`src/rtl/rom_load_router_pkg.sv`:
```
// Shared constants for the ROM download path: region table, storage kinds,
// the backend word carried between the router and its issue stage.
package rom_load_router_pkg;

   localparam int LOAD_NUM_REGIONS = 6;
   localparam int REGION_IDX_W     = 3;

   typedef enum logic [1:0] {
      STORE_SDR   = 2'd0,
      STORE_DDR   = 2'd1,
      STORE_BLOCK = 2'd2
   } region_storage_t;

   typedef struct packed {
      logic [31:0]     base_addr;
      region_storage_t storage;
   } region_desc_t;

   // One backend write: kind selects the port, addr is already word aligned.
   typedef struct packed {
      region_storage_t kind;
      logic [31:0]     addr;
      logic [63:0]     data;
      logic [7:0]      be;
   } load_word_t;

   localparam region_desc_t LOAD_REGIONS [LOAD_NUM_REGIONS] = '{
      '{base_addr: 32'h0000_0000, storage: STORE_SDR},
      '{base_addr: 32'h0080_0000, storage: STORE_SDR},
      '{base_addr: 32'h0020_0000, storage: STORE_DDR},
      '{base_addr: 32'h0010_0000, storage: STORE_BLOCK},
      '{base_addr: 32'h0040_0000, storage: STORE_DDR},
      '{base_addr: 32'h0000_8000, storage: STORE_BLOCK}
   };

   function automatic int storage_width_bytes(input region_storage_t kind);
      case (kind)
         STORE_SDR: return 2;
         STORE_DDR: return 8;
         default:   return 1;
      endcase
   endfunction

   // Byte-enable pattern of a word with every lane written.
   function automatic logic [7:0] storage_full_mask(input region_storage_t kind);
      case (storage_width_bytes(kind))
         2:       return 8'h03;
         8:       return 8'hFF;
         default: return 8'h01;
      endcase
   endfunction

endpackage

```
`src/rtl/rom_load_issue.sv`:
```
// Issue stage: holds one completed word and runs the handshake of the
// backend that owns it. The stage is busy for as long as a word is held.
module rom_load_issue
   import rom_load_router_pkg::*;
(
   input  logic        clk,
   input  logic        reset,
   input  logic        issue_load,
   input  load_word_t  issue_word,
   output logic        busy,
   output logic [31:0] sdr_addr,
   output logic [15:0] sdr_data,
   output logic [1:0]  sdr_be,
   output logic        sdr_req,
   input  logic        sdr_ack,
   output logic [31:0] ddr_addr,
   output logic [63:0] ddr_data,
   output logic [7:0]  ddr_be,
   output logic        ddr_wr,
   input  logic        ddr_busy,
   output logic [31:0] blk_addr,
   output logic [7:0]  blk_data,
   output logic        blk_we
);

   typedef enum logic [1:0] {
      S_IDLE = 2'd0,
      S_SDR  = 2'd1,
      S_DDR  = 2'd2,
      S_BLK  = 2'd3
   } issue_state_t;

   issue_state_t state_reg, state_next;
   logic [31:0]  addr_reg;
   logic [63:0]  data_reg;
   logic [7:0]   be_reg;

   // State and issue register; the word is captured only when the stage is free.
   always_ff @(posedge clk or posedge reset) begin
      if (reset) begin
         state_reg <= S_IDLE;
         addr_reg  <= '0;
         data_reg  <= '0;
         be_reg    <= '0;
      end else begin
         state_reg <= state_next;
         if (issue_load && state_reg == S_IDLE) begin
            addr_reg <= issue_word.addr;
            data_reg <= issue_word.data;
            be_reg   <= issue_word.be;
         end
      end
   end

   // Next state and strobes; strobes decode from the state so reset kills them at once.
   always_comb begin
      state_next = state_reg;
      sdr_req    = 1'b0;
      ddr_wr     = 1'b0;
      blk_we     = 1'b0;
      case (state_reg)
         S_IDLE: begin
            if (issue_load) begin
               case (issue_word.kind)
                  STORE_SDR: state_next = S_SDR;
                  STORE_DDR: state_next = S_DDR;
                  default:   state_next = S_BLK;
               endcase
            end
         end
         S_SDR: begin
            sdr_req = 1'b1;
            if (sdr_ack) state_next = S_IDLE;
         end
         S_DDR: begin
            ddr_wr = 1'b1;
            if (!ddr_busy) state_next = S_IDLE;
         end
         S_BLK: begin
            blk_we     = 1'b1;
            state_next = S_IDLE;
         end
         default: state_next = S_IDLE;
      endcase
   end

   assign busy     = (state_reg != S_IDLE);
   assign sdr_addr = addr_reg;
   assign sdr_data = data_reg[15:0];
   assign sdr_be   = be_reg[1:0];
   assign ddr_addr = addr_reg;
   assign ddr_data = data_reg;
   assign ddr_be   = be_reg;
   assign blk_addr = addr_reg;
   assign blk_data = data_reg[7:0];

endmodule

```
`src/rtl/rom_load_router.sv`:
```
// ROM download router: translates region offsets to absolute addresses,
// packs bytes into backend words in an accumulator and hands full (or
// flushed) words to the issue stage.
module rom_load_router
   import rom_load_router_pkg::*;
#(
   parameter int           NUM_REGIONS = LOAD_NUM_REGIONS,
   parameter region_desc_t REGIONS [NUM_REGIONS] = LOAD_REGIONS
)(
   input  logic                    clk,
   input  logic                    reset,
   input  logic                    load_wr,
   input  logic [REGION_IDX_W-1:0] load_region,
   input  logic [26:0]             load_offset,
   input  logic [7:0]              load_data,
   input  logic                    load_flush,
   output logic                    load_busy,
   output logic                    load_err,
   output logic [31:0]             sdr_addr,
   output logic [15:0]             sdr_data,
   output logic [1:0]              sdr_be,
   output logic                    sdr_req,
   input  logic                    sdr_ack,
   output logic [31:0]             ddr_addr,
   output logic [63:0]             ddr_data,
   output logic [7:0]              ddr_be,
   output logic                    ddr_wr,
   input  logic                    ddr_busy,
   output logic [31:0]             blk_addr,
   output logic [7:0]              blk_data,
   output logic                    blk_we
);

   region_desc_t    sel_desc;
   logic            in_range;
   logic [31:0]     abs_addr;
   region_storage_t in_kind;
   logic [31:0]     in_waddr;
   logic [2:0]      in_lane;

   logic            acc_valid_reg, acc_valid_next;
   load_word_t      acc_word_reg, acc_word_next;
   logic            err_reg;

   logic            wr_acc, fl_acc, byte_ok;
   logic            acc_complete, mismatch, handoff;
   logic [63:0]     base_data, merged_data;
   logic [7:0]      base_be, merged_be, lane_hit;
   load_word_t      merged_word;
   logic            merged_complete;
   logic            issue_load;
   load_word_t      issue_word;

   // Region lookup by compare so out-of-range indices never address the table.
   always_comb begin
      sel_desc = '0;
      for (int i = 0; i < NUM_REGIONS; i++) begin
         if (load_region == REGION_IDX_W'(i)) sel_desc = REGIONS[i];
      end
   end

   assign in_range = ({29'd0, load_region} < 32'(NUM_REGIONS));
   assign abs_addr = sel_desc.base_addr + {5'd0, load_offset};
   assign in_kind  = sel_desc.storage;

   // Word address and byte lane from the backend width of the target region.
   always_comb begin
      in_waddr = abs_addr;
      in_lane  = 3'd0;
      case (in_kind)
         STORE_SDR: begin
            in_waddr = {abs_addr[31:1], 1'b0};
            in_lane  = {2'b00, abs_addr[0]};
         end
         STORE_DDR: begin
            in_waddr = {abs_addr[31:3], 3'b000};
            in_lane  = abs_addr[2:0];
         end
         default: begin
            in_waddr = abs_addr;
            in_lane  = 3'd0;
         end
      endcase
   end

   assign wr_acc  = load_wr & ~load_busy;
   assign fl_acc  = load_flush & ~load_busy;
   assign byte_ok = wr_acc & in_range;

   // A complete word only lingers in the accumulator when it was started while
   // the issue slot was taken by a hand-off; it drains at the next free cycle.
   assign acc_complete = acc_valid_reg &&
                         (acc_word_reg.be == storage_full_mask(acc_word_reg.kind));
   assign mismatch     = acc_valid_reg &&
                         ((acc_word_reg.kind != in_kind) || (acc_word_reg.addr != in_waddr));
   assign handoff      = mismatch || acc_complete;

   // Merge base: the current accumulator when the byte continues it, else an empty word.
   always_comb begin
      base_data = '0;
      base_be   = '0;
      if (acc_valid_reg && !handoff) begin
         base_data = acc_word_reg.data;
         base_be   = acc_word_reg.be;
      end
   end

   for (genvar gi = 0; gi < 8; gi++) begin : g_lane
      assign lane_hit[gi]             = (in_lane == 3'(gi));
      assign merged_data[8*gi +: 8]   = lane_hit[gi] ? load_data : base_data[8*gi +: 8];
      assign merged_be[gi]            = lane_hit[gi] | base_be[gi];
   end

   assign merged_word.kind = in_kind;
   assign merged_word.addr = in_waddr;
   assign merged_word.data = merged_data;
   assign merged_word.be   = merged_be;
   assign merged_complete  = (merged_be == storage_full_mask(in_kind));

   // Accumulator update and issue decision for one accepted byte and/or flush.
   always_comb begin
      acc_valid_next = acc_valid_reg;
      acc_word_next  = acc_word_reg;
      issue_load     = 1'b0;
      issue_word     = acc_word_reg;
      if (byte_ok) begin
         if (handoff) begin
            // Old word takes the only issue slot; the new byte waits, even if flushed.
            issue_load     = 1'b1;
            issue_word     = acc_word_reg;
            acc_valid_next = 1'b1;
            acc_word_next  = merged_word;
         end else if (merged_complete || fl_acc) begin
            issue_load     = 1'b1;
            issue_word     = merged_word;
            acc_valid_next = 1'b0;
            acc_word_next  = '0;
         end else begin
            acc_valid_next = 1'b1;
            acc_word_next  = merged_word;
         end
      end else if (!load_busy && acc_valid_reg && (fl_acc || acc_complete)) begin
         issue_load     = 1'b1;
         issue_word     = acc_word_reg;
         acc_valid_next = 1'b0;
         acc_word_next  = '0;
      end
   end

   // Accumulator register and sticky region error.
   always_ff @(posedge clk or posedge reset) begin
      if (reset) begin
         acc_valid_reg <= 1'b0;
         acc_word_reg  <= '0;
         err_reg       <= 1'b0;
      end else begin
         acc_valid_reg <= acc_valid_next;
         acc_word_reg  <= acc_word_next;
         if (wr_acc && !in_range) err_reg <= 1'b1;
      end
   end

   assign load_err = err_reg;

   rom_load_issue u_issue (
      .clk        (clk),
      .reset      (reset),
      .issue_load (issue_load),
      .issue_word (issue_word),
      .busy       (load_busy),
      .sdr_addr   (sdr_addr),
      .sdr_data   (sdr_data),
      .sdr_be     (sdr_be),
      .sdr_req    (sdr_req),
      .sdr_ack    (sdr_ack),
      .ddr_addr   (ddr_addr),
      .ddr_data   (ddr_data),
      .ddr_be     (ddr_be),
      .ddr_wr     (ddr_wr),
      .ddr_busy   (ddr_busy),
      .blk_addr   (blk_addr),
      .blk_data   (blk_data),
      .blk_we     (blk_we)
   );

endmodule

```
`config.mk`:
```
export PLATFORM = sky130hd
export DESIGN_NAME = rom_load_router
export DESIGN_NICKNAME = d
export VERILOG_FILES = /design/src/rtl/rom_load_router_pkg.sv /design/src/rtl/rom_load_issue.sv /design/src/rtl/rom_load_router.sv
export SDC_FILE = /design/constraint.sdc
export NUM_CORES = 1
export LEC_CHECK = 0
export BUFFER_PORTS_ARGS = -buffer_cell sky130_fd_sc_hd__buf_2
export CAP_MARGIN = 20
export CORE_AREA = 2 2 158 160
export CTS_CLUSTER_SIZE = 30
export DETAILED_ROUTE_END_ITERATION = 16
export DIE_AREA = 0 0 160 162
export PLACE_DENSITY = 0.75
export SKIP_LAST_GASP = 1
export SYNTH_ARGS = -nofsm -noshare
export SYNTH_HDL_FRONTEND = slang
export SYNTH_HIERARCHICAL = 1
export SYNTH_SLANG_ARGS = --single-unit
```
`constraint.sdc`:
```
create_clock -name clk -period 3.4 [get_ports clk]
set_clock_uncertainty 0.05 [all_clocks]
set_input_delay 0.17 -clock clk [delete_from_list [all_inputs] [get_ports clk]]
set_output_delay 0.17 -clock clk [all_outputs]
set_load 0.005 [all_outputs]
```
After elaboration in Yosys (flattened, before gate mapping)

Index checks and enable logic that the tools add are counted.
Widths: inputs -> output; s select.

Logic and storage cells: 119
Bits in registers: 214
Output and inout port bits: 199

Mux-type cells: 44
Bitwise logic cells: 12
Equal/unequal tests: 29
Add/sub/neg operators: 1
Magnitude comparators: 1
Reductions and logical operators: 22

Operators by type and width:

| kind                | number |
|---|---|
| $mux 106            | 7 |
| $mux 34             | 4 |
| $mux 8              | 9 |
| $eq 32x2->1 const B | 2 |
| $eq 32x4->1 const B | 2 |
| $mux 64             | 1 |
| $add 32x27->32      | 1 |
| $ne 32x32->1        | 1 |
| $pmux 8 s2          | 2 |
| $mux 26             | 1 |
| $eq 3x3->1 const B  | 6 |
| $eq 8x8->1          | 2 |
| $pmux 4 s2          | 2 |
| $eq 3x2->1 const B  | 4 |
| $pmux 3 s2          | 2 |
| $mux 1              | 11 |
| $eq 2x1->1 const B  | 4 |
| $logic_not 2->1     | 4 |
| $or 1x1->1          | 8 |
| $pmux 2 s4          | 1 |
| $logic_and 1x1->1   | 7 |
| $eq 3x1->1 const B  | 2 |
| $mux 2              | 3 |
| $eq 2x2->1 const B  | 2 |
| 12 further kinds    | 21 |

Depth between registers and ports, before layout

Depth after elaboration: 25
Mapped depth: 23
Gate-level depth less buffers: 16

Modules after synthesis

Netlist, hierarchy kept.

Modules (own cells, without submodules):

| module          | area each (um2) | seq. area each (um2) | instances | cells each |
|---|---|---|---|---|
| rom_load_router | 6,867.8         | 2,602.5              | 1         | 643 |
| rom_load_issue  | 4,993.5         | 2,652.5              | 1         | 326 |

Worst setup path before layout

OpenSTA, ideal clock, no wires.

Path kind: input to register
Start point: input load_region[1]
End point: register u_issue.addr_reg[0], in the netlist u_issue/blk_addr[0]
Path buffers: 6
Data arrival time: 4.377 ns
Path slack: -1.152 ns
Stages: 22
Cell sequence: buf_2 -> xnor2_1 -> clkbuf_1 -> nor2_1 -> inv_1 -> ha_1 -> nand2b_1 -> nor4_1 -> nor2_1 -> o41ai_1 -> o21ai_1 -> nand4b_1 -> a2111oi_4 -> buf_4 -> buf_6 -> nor2_1 -> a21oi_1 -> inv_1 -> nor2_8 -> buf_12 -> buf_12 -> mux2_4

Cells in the longest elaborated chain, start to end: 21

Ends and longest elaborated chain:

| item                                                | RTL line                                     | source |
|---|---|---|
| start: declaration                                  | rom_load_router.sv:13                        | `input logic [REGION_IDX_W-1:0] load_region,` |
| $eq 3x2->1 / $eq 3x1->1 (equally long branches)     | rom_load_router.sv:58                        | `if (load_region == REGION_IDX_W'(i)) sel_desc = REGIONS[i];` |
| $mux 34 / $mux 26 (equally long branches)           | rom_load_router.sv:58                        |  |
| $mux 34 (3 in series)                               | rom_load_router.sv:58                        |  |
| $add 32x27->32 (tied with other cells)              | rom_load_router.sv:63                        | `assign abs_addr = sel_desc.base_addr + {5'd0, load_offset};` |
| $pmux 3 s2 / $add 32x27->32 (equally long branches) | rom_load_router.sv:70, rom_load_router.sv:63 |  |
| $ne 32x32->1                                        | rom_load_router.sv:95                        | `((acc_word_reg.kind != in_kind) \|\| (acc_word_reg.addr != in_waddr));` |
| $logic_or 1x1->1                                    | rom_load_router.sv:95                        |  |
| $logic_and 1x1->1                                   | rom_load_router.sv:94                        | `assign mismatch = acc_valid_reg &&` |
| (+4 left out)                                       | --                                           |  |
| $or 1x1->1                                          | rom_load_router.sv:111                       | `assign merged_be[gi] = lane_hit[gi] \| base_be[gi];` |
| $eq 8x8->1                                          | rom_load_router.sv:118                       | `assign merged_complete = (merged_be == storage_full_mask(in_kind));` |
| $logic_or 1x1->1                                    | rom_load_router.sv:133                       | `end else if (merged_complete \|\| fl_acc) begin` |
| $mux 1                                              | rom_load_router.sv:133                       |  |
| $mux 1                                              | rom_load_router.sv:127                       | `if (handoff) begin` |
| $mux 1 *                                            | rom_load_router.sv:126                       | `if (byte_ok) begin` |
| via issue_load                                      | rom_load_router.sv:51                        | `logic issue_load;` |
| $logic_and 1x1->1 *                                 | rom_load_issue.sv:47                         | `if (issue_load && state_reg == S_IDLE) begin` |
| end signal: assignment                              | rom_load_issue.sv:48                         | `addr_reg <= issue_word.addr;` |
| end: declaration                                    | rom_load_issue.sv:34                         | `logic [31:0] addr_reg;` |

Mark *: on every way through the listed nets, which the timed path passes. The rest lies on a longest branch.
A chain may end at the register's enable or synchronous reset.

==> impl_metrics.env <==
export IMPL_worst_setup_hold_path_clk_slew_ps=60
export IMPL_utilization_pct=66.7
export IMPL_wirelength_um=38700
export IMPL_cell_at_the_root_of_the_clock_tree="clkbuf_16"
export IMPL_final_cell_area_sq_um=16100
export IMPL_asyncSetResetFlopFracSynth_pct=100
export IMPL_worst_r2r_setup_slack_ps=-390
export IMPL_die_height_um=162
export IMPL_fill_cells=1798
export IMPL_ys_warn_count=6
export IMPL_finalHoldViolCount=0
export IMPL_drtAntennaViolNets=0
export IMPL_initial_util_pct=49.2
export IMPL_num_rows=57
export IMPL_htree_levels=1
export IMPL_max_cap_violations=0
export IMPL_routed_via_count=10000
export IMPL_min_delay_path_class="input port to flop"
export IMPL_largest_reg_flops=102
export IMPL_vdd_ir_drop_worst_mv=0.469
export IMPL_n_antenna_cell=0
export IMPL_worstMarginPinSlew_ps=823
export IMPL_portBuffers=242
export IMPL_routabilityCongestion=0.902
export IMPL_grt_pass1_wl_um=55300
export IMPL_mostFrequentLayoutCells="242 x buf_2, 210 x dfrtp_1, 164 x a32o_1, 145 x buf_4, 86 x mux2_4"
export IMPL_synth_flop_cell="dfrtp_1"
export IMPL_area_growth_pct=35.5
export IMPL_post_synth_num_cell_types=68
export IMPL_synth_area_per_cell_sq_um=12.2
export IMPL_remaining_drc_errors=0
export IMPL_fin_ws_ps=-389
export IMPL_wire_per_inst_um=23.9
export IMPL_mappedNetlistArea_sq_um=11900
export IMPL_grt_setup_unrepaired="true"
export IMPL_failed_checks="negative setup slack"
export IMPL_worstPathArrival_ps=4140
export IMPL_grt_max_degree=83
export IMPL_grt_pass1_vias=9684
export IMPL_mostFrequentLayoutCell="buf_2"
export IMPL_critPathCaptureType="flop"
export IMPL_max_slew_margin_rel_pct=45.1
export IMPL_total_leakage_power_nw=7.77
export IMPL_multiInputGateArea_sq_um=5860
export IMPL_floorplan_die_area_sq_um=25900
export IMPL_detailed_place_area_sq_um=13700
export IMPL_antenna_violations_before_repair=0
export IMPL_cts_sinks=210
export IMPL_io_pins=243
export IMPL_seqCellArea_sq_um=5260
export IMPL_die_w_um=160
export IMPL_crit_fanout=6
export IMPL_core_sq_um=24100
export IMPL_clock_path_buffers=3
export IMPL_finalWorstPathRequiredPeriod_ps=3790
export IMPL_grt_util_all_layers_pct=26.9
export IMPL_synthCells=969
export IMPL_status="complete, but fails checks"
export IMPL_drt_pass1_iter_count=5
export IMPL_fmaxAchievable_ghz=0.264
export IMPL_maxSlewViolCount=0
export IMPL_drive_gt1_share_pct=53.4
export IMPL_finalSetupViolCount=209
export IMPL_worstSetupPathType="flop to flop"
export IMPL_synth_seq_area_share_pct=44.3
export IMPL_cts_tree="built"
export IMPL_detail_route_vias_per_cell=6.20
export IMPL_overflow=0
export IMPL_power_density_nw_per_um2=806
export IMPL_synth_enable_flop_cells=0
export IMPL_hpwlAfterDp_um=21800
export IMPL_yosys_register_bits=210
export IMPL_number_of_cts_inserted_buffers=23
export IMPL_iteration_0_drc_markers=1015
export IMPL_num_nets_final=1330
export IMPL_worst_skew_pair_latency_ps=540
export IMPL_timing_critical_path_from_type="flop"
export IMPL_period_share_pct=111
export IMPL_cp_data_required_time_ps=3750
[cell usage after synthesis (3+ instances only)]
master	count	area (sq um)
o21ai_1	3	15.0
a21oi_1	10	50.1
mux2_2	66	743
buf_2	24	120
xnor2_1	12	105
nor4_1	11	68.8
and4_1	3	26.3
ha_1	7	87.6
o31ai_1	3	22.5
xor2_1	13	114
or3_1	3	18.8
a22o_1	9	78.8
nand2_1	22	82.6
o41ai_2	8	130
nand2b_1	7	43.8
o21ai_0	12	60.1
nor2_1	27	101
a32o_1	166	1660
dfrtp_1	210	5260
and2_1	6	37.5
and3_1	13	81.3
o2111ai_1	3	26.3
o21a_1	6	45.0
buf_4	96	721
nor2b_1	14	87.6
mux2_4	60	901
inv_1	13	48.8
o221ai_2	8	120
mux2_1	8	90.1
buf_12	7	140
nor3_1	5	25.0
nand4_1	7	43.8
buf_1	9	33.8
nor3b_1	8	60.1
mux2i_1	4	40.0
clkbuf_1	44	165
[cell type report]
class,count,area share (%)
inverter,13,0.335
tap,324,2.52
clock inverter,11,1.09
multi-input combinational,568,36.4
timing repair buffer,463,22.7
clock buffer,31,4.27
sequential,210,32.7
[worst max-delay path: stages (launching register included)]
cell and delay [ps]:
dfrtp_1 410, xor2_2 210, a2111oi_4 360, buf_4 200
o2111ai_4 100, nor4_2 160, buf_4 160, buf_6 90
nand4_1 120, o211a_1 270, a2111oi_4 290, buf_4 180
o21a_4 190, buf_6 160, buf_6 130, mux2_2 350
mux2_4 260
[power by group]
| group | switching (mW) | leakage [nW] | total, mW | internal [mW] |
|---|---|---|---|---|
| combinational | 3.05 | 4.50 | 6.57 | 3.51 |
| clock | 1.09 | 0.423 | 2.82 | 1.73 |
| sequential | 0.502 | 2.85 | 3.57 | 3.07 |
[logic make-up after synthesis]
logic type | after synthesis | synth area share [%]
multiplexers | 138 | 15.0
XOR/XNOR | 27 | 2.23
adder cells (fa/ha/maj) | 7 | 0.738
flip-flops | 210 | 44.3
AND/OR/NAND/NOR | 136 | 6.47
AO/OA/AOI/OAI | 256 | 20.8
other | 1 | 0.0316
buffers and inverters | 194 | 10.5
[metrics by stage]
stage               power (mW)  setup TNS [ps]  std cells  hold slack (ps)  worst slack [ps]
floorplan                 7.20          -81160        972              282              -752
global placement          8.33         -130400       1499              341              -814
detailed placement        8.44         -158580       1499              363              -973
CTS                       12.3          -41400       1602             2.58              -285
global route              13.5          -95980       1620             26.1              -550
finish                    13.0          -61350       1620             24.5              -389
[per-layer routing]
metal | track usage [%] | routed length (um) | vias up
li1 | - | - | 4314
met1 | 36.0 | 15200 | 5021
met2 | 45.4 | 18700 | 595
met3 | 4.03 | 3250 | 113
met4 | 8.44 | 1560 | 0
met5 | 0 | 0 | -
[path summary, 6_finish.rpt]
kind | startpoint | endpoint | cells past startpoint
min in group asynchronous | reset | acc_word_reg[81] | 3
hold reg to reg | load_err | load_err | 1
setup / recovery | acc_word_reg[80] | u_issue/blk_addr[18] | 16
max in group asynchronous | reset | u_issue/blk_addr[25] | 4
hold / removal | load_offset[6] | u_issue/blk_addr[6] | 3
setup reg to reg | acc_word_reg[80] | u_issue/blk_addr[18] | 16
[repair_timing]
item | CTS | global route
gates cloned | 15 | 12
endpoints found under the hold margin | 154 | 0
endpoints found under the setup margin | 209 | 209
setup buffers | 30 | 14
hold buffers | 16 | 0
pin swaps | 13 | 97
resized for setup | 60 | 49
No activity file was read; power rests on OpenSTA's default activity.
